==> config.mk <==
export PLATFORM = sky130hd
export DESIGN_NAME = hack_cpu_core
export DESIGN_NICKNAME = d
export VERILOG_FILES = /design/src/rtl/hack_cpu_core.sv
export SDC_FILE = /design/constraint.sdc
export NUM_CORES = 1
export LEC_CHECK = 0
export ABC_AREA = 0
export CORE_ASPECT_RATIO = 2
export CORE_MARGIN = 3
export CORE_UTILIZATION = 45
export DETAILED_ROUTE_END_ITERATION = 8
export GPL_TIMING_DRIVEN = 1
export PLACE_DENSITY = 0.73
export SYNTH_ARGS = -nofsm -noshare
export SYNTH_HDL_FRONTEND = slang
export SYNTH_HIERARCHICAL = 1
export SYNTH_SLANG_ARGS = --single-unit
==> constraint.sdc <==
create_clock -name clk -period 4.8 [get_ports clk]
set_input_delay 0.72 -clock clk [delete_from_list [all_inputs] [get_ports clk]]
set_output_delay 0.72 -clock clk [all_outputs]
set_load 0.005 [all_outputs]
==> src/rtl/hack_cpu_core.sv <==
// ============================================================================
// Module   : hack_cpu_core (with hack_alu)
// Brief    : Multi-cycle Hack CPU core, 3 clocks per instruction, sync ROM/RAM.
// Revision : 1.0
// ============================================================================
`default_nettype none

module hack_alu (
    input  logic [15:0] i_x,
    input  logic [15:0] i_y,
    input  logic        i_zx,
    input  logic        i_nx,
    input  logic        i_zy,
    input  logic        i_ny,
    input  logic        i_f,
    input  logic        i_no,
    output logic [15:0] o_out,
    output logic        o_zr,
    output logic        o_ng
);
    logic [15:0] w_x0;
    logic [15:0] w_x1;
    logic [15:0] w_y0;
    logic [15:0] w_y1;
    logic [15:0] w_f;

    assign w_x0  = i_zx ? 16'h0000 : i_x;
    assign w_x1  = i_nx ? ~w_x0 : w_x0;
    assign w_y0  = i_zy ? 16'h0000 : i_y;
    assign w_y1  = i_ny ? ~w_y0 : w_y0;
    assign w_f   = i_f ? (w_x1 + w_y1) : (w_x1 & w_y1);
    assign o_out = i_no ? ~w_f : w_f;
    assign o_zr  = (o_out == 16'h0000);
    assign o_ng  = o_out[15];
endmodule

module hack_cpu_core #(
    parameter int          PC_WIDTH = 15,
    parameter int unsigned RESET_PC = 0
) (
    input  logic                clk,
    input  logic                reset,
    input  logic                run,
    output logic [PC_WIDTH-1:0] rom_addr,
    input  logic [15:0]         rom_data,
    output logic [14:0]         mem_addr,
    input  logic [15:0]         mem_rdata,
    output logic [15:0]         mem_wdata,
    output logic                mem_we,
    output logic [PC_WIDTH-1:0] pc,
    output logic                retired
);
    typedef enum logic [1:0] {
        S_FETCH  = 2'd0,
        S_DECODE = 2'd1,
        S_EXEC   = 2'd2
    } state_t;

    state_t              r_state;
    state_t              w_next;
    logic [PC_WIDTH-1:0] r_pc;
    logic [15:0]         r_a;
    logic [15:0]         r_d;
    logic [15:0]         r_ir;

    logic [15:0]         w_y;
    logic [15:0]         w_out;
    logic                w_zr;
    logic                w_ng;
    logic                w_is_c;
    logic                w_exec;
    logic                w_take;
    logic [PC_WIDTH-1:0] w_pc_inc;

    always_ff @(posedge clk) begin
        if (reset) begin
            r_state <= S_FETCH;
        end else begin
            r_state <= w_next;
        end
    end

    always_comb begin
        w_next = r_state;
        case (r_state)
            S_FETCH:  if (run) w_next = S_DECODE;
            S_DECODE: w_next = S_EXEC;
            S_EXEC:   w_next = S_FETCH;
            default:  w_next = S_FETCH;
        endcase
    end

    // ALU controls follow IR in every state; only the EXEC result is consumed.
    hack_alu u_alu (
        .i_x   (r_d),
        .i_y   (w_y),
        .i_zx  (r_ir[11]),
        .i_nx  (r_ir[10]),
        .i_zy  (r_ir[9]),
        .i_ny  (r_ir[8]),
        .i_f   (r_ir[7]),
        .i_no  (r_ir[6]),
        .o_out (w_out),
        .o_zr  (w_zr),
        .o_ng  (w_ng)
    );

    assign w_y      = r_ir[12] ? mem_rdata : r_a;
    assign w_is_c   = r_ir[15];
    assign w_exec   = (r_state == S_EXEC) && !reset;
    assign w_take   = (r_ir[2] & w_ng) | (r_ir[1] & w_zr) | (r_ir[0] & ~w_zr & ~w_ng);
    assign w_pc_inc = r_pc + PC_WIDTH'(1);

    // Jump target and memory address both use A as it was before this instruction.
    always_ff @(posedge clk) begin
        if (reset) begin
            r_pc <= PC_WIDTH'(RESET_PC);
            r_a  <= 16'h0000;
            r_d  <= 16'h0000;
            r_ir <= 16'h0000;
        end else begin
            if (r_state == S_DECODE) begin
                r_ir <= rom_data;
            end
            if (r_state == S_EXEC) begin
                if (!w_is_c) begin
                    r_a  <= {1'b0, r_ir[14:0]};
                    r_pc <= w_pc_inc;
                end else begin
                    if (r_ir[5]) r_a <= w_out;
                    if (r_ir[4]) r_d <= w_out;
                    r_pc <= w_take ? r_a[PC_WIDTH-1:0] : w_pc_inc;
                end
            end
        end
    end

    assign rom_addr  = r_pc;
    assign pc        = r_pc;
    assign mem_addr  = r_a[14:0];
    assign mem_wdata = w_out;
    assign mem_we    = w_exec & w_is_c & r_ir[3];
    assign retired   = w_exec;
endmodule

`default_nettype wire

==> results of run 1 <==
kinds of logic (layout without fill, tap and decap cells):
family	after synthesis	count (layout)	share of synthesized area
compound gates	155	155	0.210
xor+xnor	47	47	0.0781
fa+ha+maj	18	18	0.0441
buf+inv	100	241	0.0966
flops	65	65	0.247
mux	44	44	0.0873
simple gates	244	244	0.237
metal layers:
layer | vias up | GRT usage | wire length (µm)
met4 | 0 | 0.185 | 1450
met1 | 2812 | 0.284 | 6410
met2 | 328 | 0.499 | 10500
met5 | - | 0 | 0
met3 | 121 | 0.0323 | 1030
li1 | 2654 | - | -
power by group through the flow:
stage	logic [mW]	clock network [mW]	registers, mW
2_1_floorplan	0.220	0	0.577
3_3_place_gp	0.380	0	0.585
3_5_place_dp	0.389	0	0.586
4_1_cts	0.426	0.782	0.575
5_1_grt	0.542	0.808	0.578
6_report	0.509	0.779	0.577
area by class of cell:
type	count	area share
clock buffers	10	0.0309
clock inverters	6	0.0149
inverters	24	0.0116
multi-input cells	508	0.514
flip-flops and latches	65	0.169
well taps	142	0.0229
repair buffers	201	0.237
registers in the layout (all words and copies together) (netlist names):
signal   flops
r_state      2
r_d         16
pc          15
r_a         16
r_ir        16
worst max-delay path by stage:
stage	start	endpoint	slack, ns	cells past startpoint
after floorplan	r_ir[12]	pc[6]	0.05	18
after global placement	mem_rdata[1]	pc[13]	-0.48	17
after detailed placement	mem_rdata[1]	pc[13]	-0.63	17
after CTS	mem_rdata[3]	mem_wdata[15]	0.05	14
after global routing	r_ir[12]	pc[0]	-0.04	19
final	r_ir[12]	pc[0]	0.07	19
worst min-delay path, delay by kind of cell, from the launching register on:
family           cells  cell delay, ns
AO/OA/AOI/OAI        1            0.05
AND/OR/NAND/NOR      1            0.05
flip-flops           1            0.31
Yosys cell counts (2+ instances only):
master     number  area, µm²
a21o_1          4       30.0
o31a_1          4       35.0
nor3_1          8       40.0
o32ai_1        10       87.6
xnor2_1        47        412
a2111oi_2       2       30.0
mux2i_1        28        280
nor2b_1         3       18.8
and3_1         13       81.3
clkinv_1        2       7.51
o311ai_0        3       26.3
clkbuf_1       28        105
buf_4          32        240
o21ai_0         5       25.0
or3_1           8       50.1
o211ai_1        7       52.6
nand2b_1       38        238
a22oi_1         2       15.0
a31oi_1         5       31.3
o22ai_1         2       12.5
a21oi_1        54        270
or4_1           6       45.0
nor2_1         34        128
and2_1          2       12.5
and4_1          4       35.0
a211oi_1       21        158
o21a_1          5       37.5
ha_1           17        213
o21ai_1         4       20.0
inv_1          21       78.8
buf_1           5       18.8
mux2_2         16        180
nor4_1          5       31.3
buf_2          11       55.1
nand2_1        82        308
nand3_1        18       90.1
o21ai_2         2       17.5
dfxtp_1        65       1300
nand4_1        12       75.1
through the flow:
stage                     hold WS, ns  setup TNS [ns]  std cells  utilization  instance area, µm²
after floorplan                 0.436               0        673            -                5280
after global placement          0.443           -7.77        912        0.580                6580
after detailed placement        0.448          -10.31        912        0.580                6580
after CTS                       0.455               0        937        0.638                7240
after global routing            0.484          -0.177        956        0.682                7740
final                           0.460               0        956        0.682                7740
what timing repair did:
item / in CTS / in global routing
buffers inserted: 8 / 19
resized for setup: 51 / 62
gates cloned: 2 / 0
pin swaps: 27 / 33
endpoints found under the setup margin: 22 / 20
==> metrics.md, run 1 <==
| Metric | Value |
|---|---|
| Initial core utilization | 0.464 |
| Largest net degree at the start of global routing | between 60 and 70 |
| DR pass1 iterations | 5 |
| Post-synthesis cell area | 5270 µm² |
| Initial antenna violation count | 0 |
| Die area | roughly 13000 µm² |
| Number of global-route vias before repair | between 5000 and 6000 |
| Longest Clk Path Bufs | 2 |
| CP delay by family, top | compound AO/OA/AOI/OAI gates |
| Seq/Total Area, Yosys | 0.247 |
| Crit Path Max Fanout | 7 |
| P_int | approximately 1.3 mW |
| Routed vias/inst | 6.19 |
| # IOs | between 90 and 100 |
| Switching share of power | 0.280 |
| Cell chain of the critical path | buf_4 -> mux2_4 -> nand2b_4 -> xnor2_2 -> ha_2 -> buf_6 -> a211oi_4 -> o211ai_4 -> a2111oi_4 -> a2111oi_2 -> or4_4 -> or3_4 -> a2111oi_4 -> buf_4 -> buf_4 -> or3b_4 -> a21oi_4 -> or3_1 -> a31oi_1 |
| Ant. Diodes | 0 |
| Overall Power | 1.87 mW |
| Total gr overflow | 0 |
| First-pass GRT wire length | 28400 µm |
| Max-Cap Viols | 0 |
| Endpoints failing hold | 0 |
| Wire per inst | 20.3 µm |
| Most common cell after layout, fill and taps aside | buf_4 |
| Slowest stage delay, CP | between 0.5 and 0.6 ns |
| Tcrit/Tclk final | 0.986 |
| Max Clk Rate | 211 MHz |
| Combinational share of power | 0.273 |
| Asr flop ratio synth | 0 |
| Initial DRC Count | around 480 |
| Hold Crit Endpoint | r_d[11] |
| Most used DFF post-synth | dfxtp_1 |
| Clock sink count | 65 |
| Port bufs | a little under 100 |
| Total GRT Usage | 0.277 |
| Hold buffer count at cts | 0 |
| CTS Root Cell | clkbuf_16 |
| Switching power | between 500 and 600 µW |
| Sequential fraction of design power | 0.309 |
| Setup Skew | roughly 0.0067 ns |
| Clock slew seen by the registers of the worst setup and hold paths | 0.06 ns |
| Via count | around 6000 |
| Multi-input logic area | approximately 4000 µm² |
| Routed WL | about 19000 µm |
| Slew @ Worst Pin | just under 1 ns |
| # setup viols final | 0 |
| Layout cells sized above 1 | 0.263 |
| Cells after synthesis | 673 |
| CP Launch Type | register |
| Setup crit end kind | register |
| Crit Path Class | register to register |
| Register Area | 1310 µm² |
| Area Overhead vs Synth | 46.8% |
| Worst reg2reg path endpoint | pc[0] |
| Status | completed |
| HP Class | register to register |
| Most frequent cells in the layout | buf_4, clkdlybuf4s50_1, nand2_1, dfxtp_1, a21oi_1 |
| Placer Congestion | 0.949 |
| Worst rel slew slack | 0.351 |
| CTS tree | done |
| Fill cells | around 820 |
| Syn Area/Cell | approximately 8 µm² |
| Final ANT Viol Nets | 0 |
| DRC | 0 |
| Final setup margin | approximately 0.067 ns |
| Number of enable flip-flop cells after synthesis | 0 |
| Worst vdd ir | 0.168 mV |
| Place WS | -0.627 ns |
| Critical Path RT | ~5.1 ns |
| Arrival time at the worst endpoint | about 5.0 ns |
| Nets | about 860 |
| Yosys reg bits | between 60 and 70 |
| Post-Syn Nets | approximately 730 |
| H-tree lvl count | 3 |
| Count of different cell masters after synthesis | 77 |
| Hold path startpoint | r_d[11] |
| CTS Buf Count | 9 |
| DP HPWL | between 10000 and 15000 µm |
| Die Y-Extent | around 160 µm |
| Worst reg-to-reg setup slack | between 0.06 and 0.07 ns |
| Path depth of the worst reg2reg path | 19 |
| CP bufs+invs | 4 |
| Min cycle time layout | approximately 4.7 ns |
| Final slew viol count | 0 |
| Yosys warns | 6 |
| Reg-to-reg startpoint | r_ir[12] |
| FP Rows | 55 |
| CORE AREA | between 10000 and 15000 µm² |
| Clock latency on the worst-skew pair | 0.34 ns |
| Hold Path Depth | 2 |
| Pwr per Cell Area | between 200 and 250 nW/µm² |
| Leak | about 3.0 nW |
| Cell mode on critical path | buf_4 |
| Crit-path slowest cell | or4_4 |
| DIE WIDTH | approximately 83 µm |
| Clk pwr share | 0.418 |
(Power assumes the default switching activity.)
==> run 2, diff against run 1 <==
GPL_ROUTABILITY_DRIVEN = 0   (was default)
==> metrics.md, run 2 (synthesis gave the netlist of run 1 again) <==
| Metric | Value |
|---|---|
| Crit-path slowest cell | a2111oi_2 |
| Slowest stage delay, CP | between 0.4 and 0.5 ns |
| DIE WIDTH | 82.6 µm |
| Clock sink count | between 60 and 70 |
| Switching share of power | 0.290 |
| Worst vdd ir | around 0.17 mV |
| Leak | roughly 3 nW |
| Final slew viol count | 0 |
| Critical Path RT | 5.05 ns |
| DR pass1 iterations | 7 |
| Crit Path Max Fanout | 3 |
| Initial antenna violation count | 0 |
| Clock latency on the worst-skew pair | 0.34 ns |
| Endpoints failing hold | 0 |
| Fill cells | ~810 |
| CTS tree | done |
| Area Overhead vs Synth | 46.6% |
| Placed insts | around 900 |
| Total gr overflow | 0 |
| Switching power | between 500 and 600 µW |
| Crit Path Class | input pin to register |
| Die Y-Extent | approximately 160 µm |
| Largest net degree at the start of global routing | 66 |
| Setup Skew | roughly 0.01 ns |
| Clock slew seen by the registers of the worst setup and hold paths | 0.06 ns |
| Status | finished with violations |
| Final ANT Viol Nets | 0 |
| P_int | 1.27 mW |
| Total GRT Usage | 0.270 |
| # IOs | ~100 |
| Failing checks | setup timing |
| CP bufs+invs | 5 |
| Number of global-route vias before repair | ~5700 |
| # setup viols final | 1 |
| Final setup margin | -0.0608 ns |
| Max-Cap Viols | 0 |
| FP Rows | 55 |
| Arrival time at the worst endpoint | just over 5 ns |
| Wire per inst | roughly 20 µm |
| Combinational share of power | 0.281 |
| Port bufs | between 90 and 100 |
| CTS Buf Count | 9 |
| Nets | 858 |
| Initial core utilization | 0.464 |
| Cell mode on critical path | buf_4 |
| Sequential fraction of design power | 0.323 |
| Cell chain of the critical path | clkdlybuf4s15_1 -> mux2_4 -> nand2b_4 -> xnor2_2 -> ha_2 -> fa_2 -> buf_4 -> a211oi_4 -> o21ai_2 -> a2111oi_2 -> nor3b_1 -> xnor2_1 -> or3_4 -> a2111oi_4 -> buf_4 -> buf_4 -> a22oi_2 -> buf_4 -> a211oi_1 -> a21oi_1 -> a31oi_1 |
| DP HPWL | roughly 13000 µm |
| Final setup TNS | -0.0608 ns |
| Largest regs | r_a: 16 flops, r_d: 16 flops, r_ir: 16 flops |
| Clk pwr share | 0.396 |
| Post-Layout Cell Count | 951 |
| Routed WL | around 19000 µm |
| Max Clk Rate | between 200 and 250 MHz |
| Layout cells sized above 1 | 0.267 |
| Longest Clk Path Bufs | 2 |
| HP Class | register to register |
| Via count | ~5900 |
| CP Launch Type | input pin |
| Hold_ws | 0.462 ns |
| Routed vias/inst | around 6.2 |
| Worst rel slew slack | 0.367 |
| Slew @ Worst Pin | 0.949 ns |
| Place WS | -0.621 ns |
| Ant. Diodes | 0 |
| Die area | approximately 13000 µm² |
| Initial DRC Count | approximately 460 |
| CORE AREA | about 11000 µm² |
| Setup crit end kind | register |
| Pwr per Cell Area | ~230 nW/µm² |
| Tcrit/Tclk final | 1.01 |
| Min cycle time layout | slightly below 5 ns |
| DRC | 0 |
| Hold buffer count at cts | 0 |
| Most frequent cells in the layout | buf_4, clkdlybuf4s50_1, nand2_1, dfxtp_1, a21oi_1 |
| First-pass GRT wire length | 28000 µm |
| Most common cell after layout, fill and taps aside | buf_4 |
| CTS Root Cell | clkbuf_16 |
| H-tree lvl count | 3 |
| CP delay by family, top | compound AO/OA/AOI/OAI gates |
==> run 2: power groups by stage <==
stage,clock network [mW],registers (mW),logic [mW]
3_3_place_gp,0,0.585,0.378
2_1_floorplan,0,0.577,0.220
4_1_cts,0.707,0.574,0.420
5_1_grt,0.733,0.577,0.533
6_report,0.706,0.577,0.502
3_5_place_dp,0,0.586,0.386
==> run 2: path summary, 6_finish.rpt <==
kind / from / endpoint / slack (ns) / cells past startpoint
worst min-delay path: r_d[3] / r_d[3] / 0.46 / 2
worst min register to register: r_d[3] / r_d[3] / 0.46 / 2
worst max register to register: r_ir[12] / pc[13] / -0.01 / 21
worst max-delay path: mem_rdata[0] / pc[13] / -0.06 / 21
==> run 2: worst reg2reg max path, cell delays in order (launching register included) <==
cell       delay (ns)
dfxtp_4          0.37
buf_4            0.14
mux2_4           0.32
nand2b_4         0.09
xnor2_2          0.08
ha_2             0.23
fa_2             0.38
buf_4            0.16
a211oi_4         0.26
o21ai_2          0.15
a2111oi_2        0.41
nor3b_1          0.11
xnor2_1          0.17
or3_4            0.41
a2111oi_4        0.33
buf_4            0.18
buf_4            0.11
a22oi_2          0.07
buf_4            0.16
a211oi_1         0.28
a21oi_1          0.11
a31oi_1          0.21
==> run 2: cell type report <==
type	count	area (µm²)	area share
Sequential cell	65	1310	0.169
Multi-Input combinational cell	508	4050	0.524
Clock buffer	9	225	0.0291
Clock inverter	6	93.8	0.0121
Tap cell	142	178	0.0230
Inverter	24	90.1	0.0117
Timing Repair Buffer	197	1790	0.232
==> run 2: what timing repair did <==
| item | 4_1_cts | 5_1_grt |
|---|---|---|
| pin swaps | 21 | 42 |
| buffers inserted | 8 | 14 |
| endpoints found under the hold margin | 0 | 0 |
| endpoints found under the setup margin | 22 | 21 |
| cloned | 1 | 1 |
| gates resized for setup | 38 | 88 |
==> run 2: layer usage <==
layer / global-route usage / part of all wire / vias to the layer above
met5: 0 / 0 / -
met4: 0.177 / 0.073 / 0
met2: 0.486 / 0.54 / 365
li1: - / - / 2644
met3: 0.0283 / 0.062 / 118
met1: 0.279 / 0.32 / 2809
==> run 2: stage by stage <==
step                      utilization  total power [mW]  cell area [µm²]
after global placement          0.580             0.963             6590
final                           0.681              1.78             7730
after CTS                       0.632              1.70             7180
after detailed placement        0.580             0.972             6590
after floorplan                     -             0.797             5280
after global routing            0.681              1.84             7730
==> run 3, diff against run 2 <==
SYNTH_HIERARCHICAL = default   (was 1)
==> metrics.md, run 3 <==
| Metric | Value |
|---|---|
| Count leader, synth | nand2_1 |
| CTS tree | done |
| Placed inst area | approximately 6400 µm² |
| Setup crit end kind | register |
| Gr busiest metal | met2 |
| # IOs | between 90 and 100 |
| DRC | 0 |
| Most used DFF post-synth | dfxtp_1 |
| Worst rel slew slack | 0.293 |
| Area Overhead vs Synth | 30.6% |
| Longest Clk Path Bufs | 2 |
| Met2 Use GR | 0.481 |
| Initial DRC Count | roughly 350 |
| Overall Power | 1.80 mW |
| Pwr per Cell Area | about 260 nW/µm² |
| Routed WL | roughly 18000 µm |
| CORE AREA | 11400 µm² |
| Combinational share of power | 0.296 |
| Initial antenna violation count | 0 |
| HP Class | register to register |
| # setup viols final | 0 |
| Crit Path Class | input pin to register |
| Clock latency on the worst-skew pair | 0.34 ns |
| Switching share of power | 0.302 |
| Clk pwr share | 0.363 |
| Min cycle time layout | roughly 4.7 ns |
| Post-route cell area | 6930 µm² |
| DR pass1 iterations | 5 |
| Total gr overflow | 0 |
| DP HPWL | 13000 µm |
| Endpoints failing hold | 0 |
| H-tree lvl count | 3 |
| RSZ-0062 raised after global routing | true |
| Routed vias/inst | approximately 6.0 |
| Final ANT Viol Nets | 0 |
| Slowest stage delay, CP | roughly 0.56 ns |
| Most frequent cells in the layout | nand2_1, clkdlybuf4s50_1, dfxtp_1, nor2_1, buf_4 |
| Total GRT Usage | 0.265 |
| Slew @ Worst Pin | ~1.1 ns |
| CTS Buf Count | 9 |
| Number of enable flip-flop cells after synthesis | 0 |
| Worst vdd ir | 0.189 mV |
| Setup Skew | ~0.0057 ns |
| Cells after synthesis | approximately 700 |
| Layout cells sized above 1 | 0.141 |
| Final slew viol count | 0 |
| Die area | about 13000 µm² |
| Initial core utilization | 0.465 |
| Cell chain of the critical path | clkdlybuf4s50_1 -> mux2i_1 -> nor2_1 -> xor2_1 -> ha_1 -> buf_4 -> nand3_2 -> and3b_1 -> o31ai_4 -> xnor2_1 -> or4_4 -> or4_4 -> a2111oi_4 -> mux2i_2 -> buf_4 -> buf_8 -> buf_12 -> a22o_1 -> a31oi_1 |
| Clock sink count | 65 |
| Yosys warns | 0 |
| Clock slew seen by the registers of the worst setup and hold paths | around 0.05 ns |
| P_int | around 1.3 mW |
| Hold buffer count at cts | 0 |
| Via count | 5613 |
| Die Y-Extent | roughly 160 µm |
| Nets | 840 |
| Final core occ | 0.607 |
| Switching power | about 540 µW |
| Leak | approximately 2.8 nW |
| First-pass GRT wire length | approximately 27000 µm |
| Crit-path slowest cell | or4_4 |
| Final setup margin | slightly below 0.08 ns |
| Max-Cap Viols | 0 |
| Asr flop ratio synth | 0 |
| Yosys reg bits | 65 |
| CTS Root Cell | clkbuf_16 |
| Ant. Diodes | 0 |
| Post-Syn Nets | around 750 |
| Top cell type's share of synthesized area | 0.245 |
| Syn Area/Cell | around 7.6 µm² |
| Top post-synthesis cells by count | nand2_1, dfxtp_1, nor2_1, a21oi_1, clkbuf_1 |
| Max Clk Rate | between 200 and 250 MHz |
| FP Rows | 55 |
| Sequential fraction of design power | 0.342 |
| CP Launch Type | input pin |
| Place WS | -0.377 ns |
| Largest net degree at the start of global routing | 74 |
| Crit Path Max Fanout | 7 |
| Wire per inst | 18.8 µm |
| Synth top area cells | dfxtp_1, nand2_1, mux2i_1 |
| Dominant cell type by area after synthesis | dfxtp_1 |
| Met3 usage | 0.0453 |
| DIE WIDTH | 82.8 µm |
| Status | completed |
| Largest regs | r_a: 16 flops, r_d: 16 flops, r_ir: 16 flops |
| Seq/Total Area, Yosys | 0.245 |
| Post-synthesis cell area | roughly 5300 µm² |
| Tcrit/Tclk final | 0.984 |
| Number of global-route vias before repair | approximately 5400 |
| Most common cell after layout, fill and taps aside | nand2_1 |
| Critical Path RT | ~5 ns |
| Port bufs | 97 |
| Grt met1 use | 0.274 |
| Arrival time at the worst endpoint | roughly 4.9 ns |
| Count of different cell masters after synthesis | between 70 and 80 |
run 3: cell count changes after synthesis, sizes merged, moves of 10 or more:
| cell | before | now |
|---|---|---|
| nor2b | 3 | 17 |
| nand2b | 39 | 23 |
| xnor2 | 47 | 27 |
| mux2 | 16 | 0 |
| nor2 | 34 | 58 |
| o32ai | 10 | 0 |
| clkbuf | 28 | 39 |
| nand2 | 82 | 103 |
| xor2 | 0 | 16 |
run 3: through the flow:
step,TNS [ns],instances,hold WS [ns]
detailed placement,-5.58,909,0.447
global placement,-4.43,909,0.442
global route,-0.176,934,0.466
CTS,0,928,0.455
floorplan,0,698,0.436
finish,0,934,0.452
run 3: power by group through the flow:
stage	Clock [mW]	Sequential [mW]	Combinational, mW
2_1_floorplan	0	0.607	0.289
3_3_place_gp	0	0.622	0.474
3_5_place_dp	0	0.625	0.484
4_1_cts	0.658	0.613	0.495
5_1_grt	0.682	0.618	0.570
6_report	0.651	0.613	0.531
run 3: layout make-up:
cell class              instances  area (µm²)
clock buffers                  11         233
flip-flops and latches         65        1310
repair buffers                158        1470
inverters                      14        52.6
multi-input cells             539        3630
clock inverters                 5        56.3
well taps                     142         178
fillers                      1024        4490
run 3: worst max-delay path, delay by kind of cell:
family / cells / cell delay [ns]
simple gates: 5 / 1.40
xor+xnor: 2 / 0.28
compound gates: 4 / 0.69
fa+ha+maj: 1 / 0.37
mux: 2 / 0.45
buf+inv: 5 / 0.96
run 3: kinds of logic (layout without fill, tap and decap cells):
| family | after synthesis | count (layout) | synth area share |
|---|---|---|---|
| xor gates and xnor gates | 43 | 43 | 0.0710 |
| AOI/OAI and AO/OA | 153 | 153 | 0.209 |
| and+or+nand+nor | 292 | 292 | 0.274 |
| muxes | 33 | 33 | 0.0622 |
| adders and majority gates | 18 | 18 | 0.0438 |
| buffers and inverters | 94 | 188 | 0.0941 |
| DFF | 65 | 65 | 0.245 |
run 3: final timing paths:
path	start	endpoint	cells after the start	slack (ns)
max	mem_rdata[2]	pc[3]	19	0.08
min	r_d[7]	r_d[7]	2	0.45
max reg2reg	r_ir[12]	pc[3]	19	0.15
min reg2reg	r_d[7]	r_d[7]	2	0.45
run 3: metal layers:
layer / vias up / routed length, µm
met3: 75 / 935
met5: - / 0
li1: 2627 / -
met2: 248 / 9710
met1: 2663 / 6070
met4: 0 / 875
run 3: repair_timing:
item,4_1_cts,5_1_grt
buffers inserted,3,4
gates cloned,0,2
pin swaps,7,12
resized for setup,7,27
setup endpoints to repair,18,20
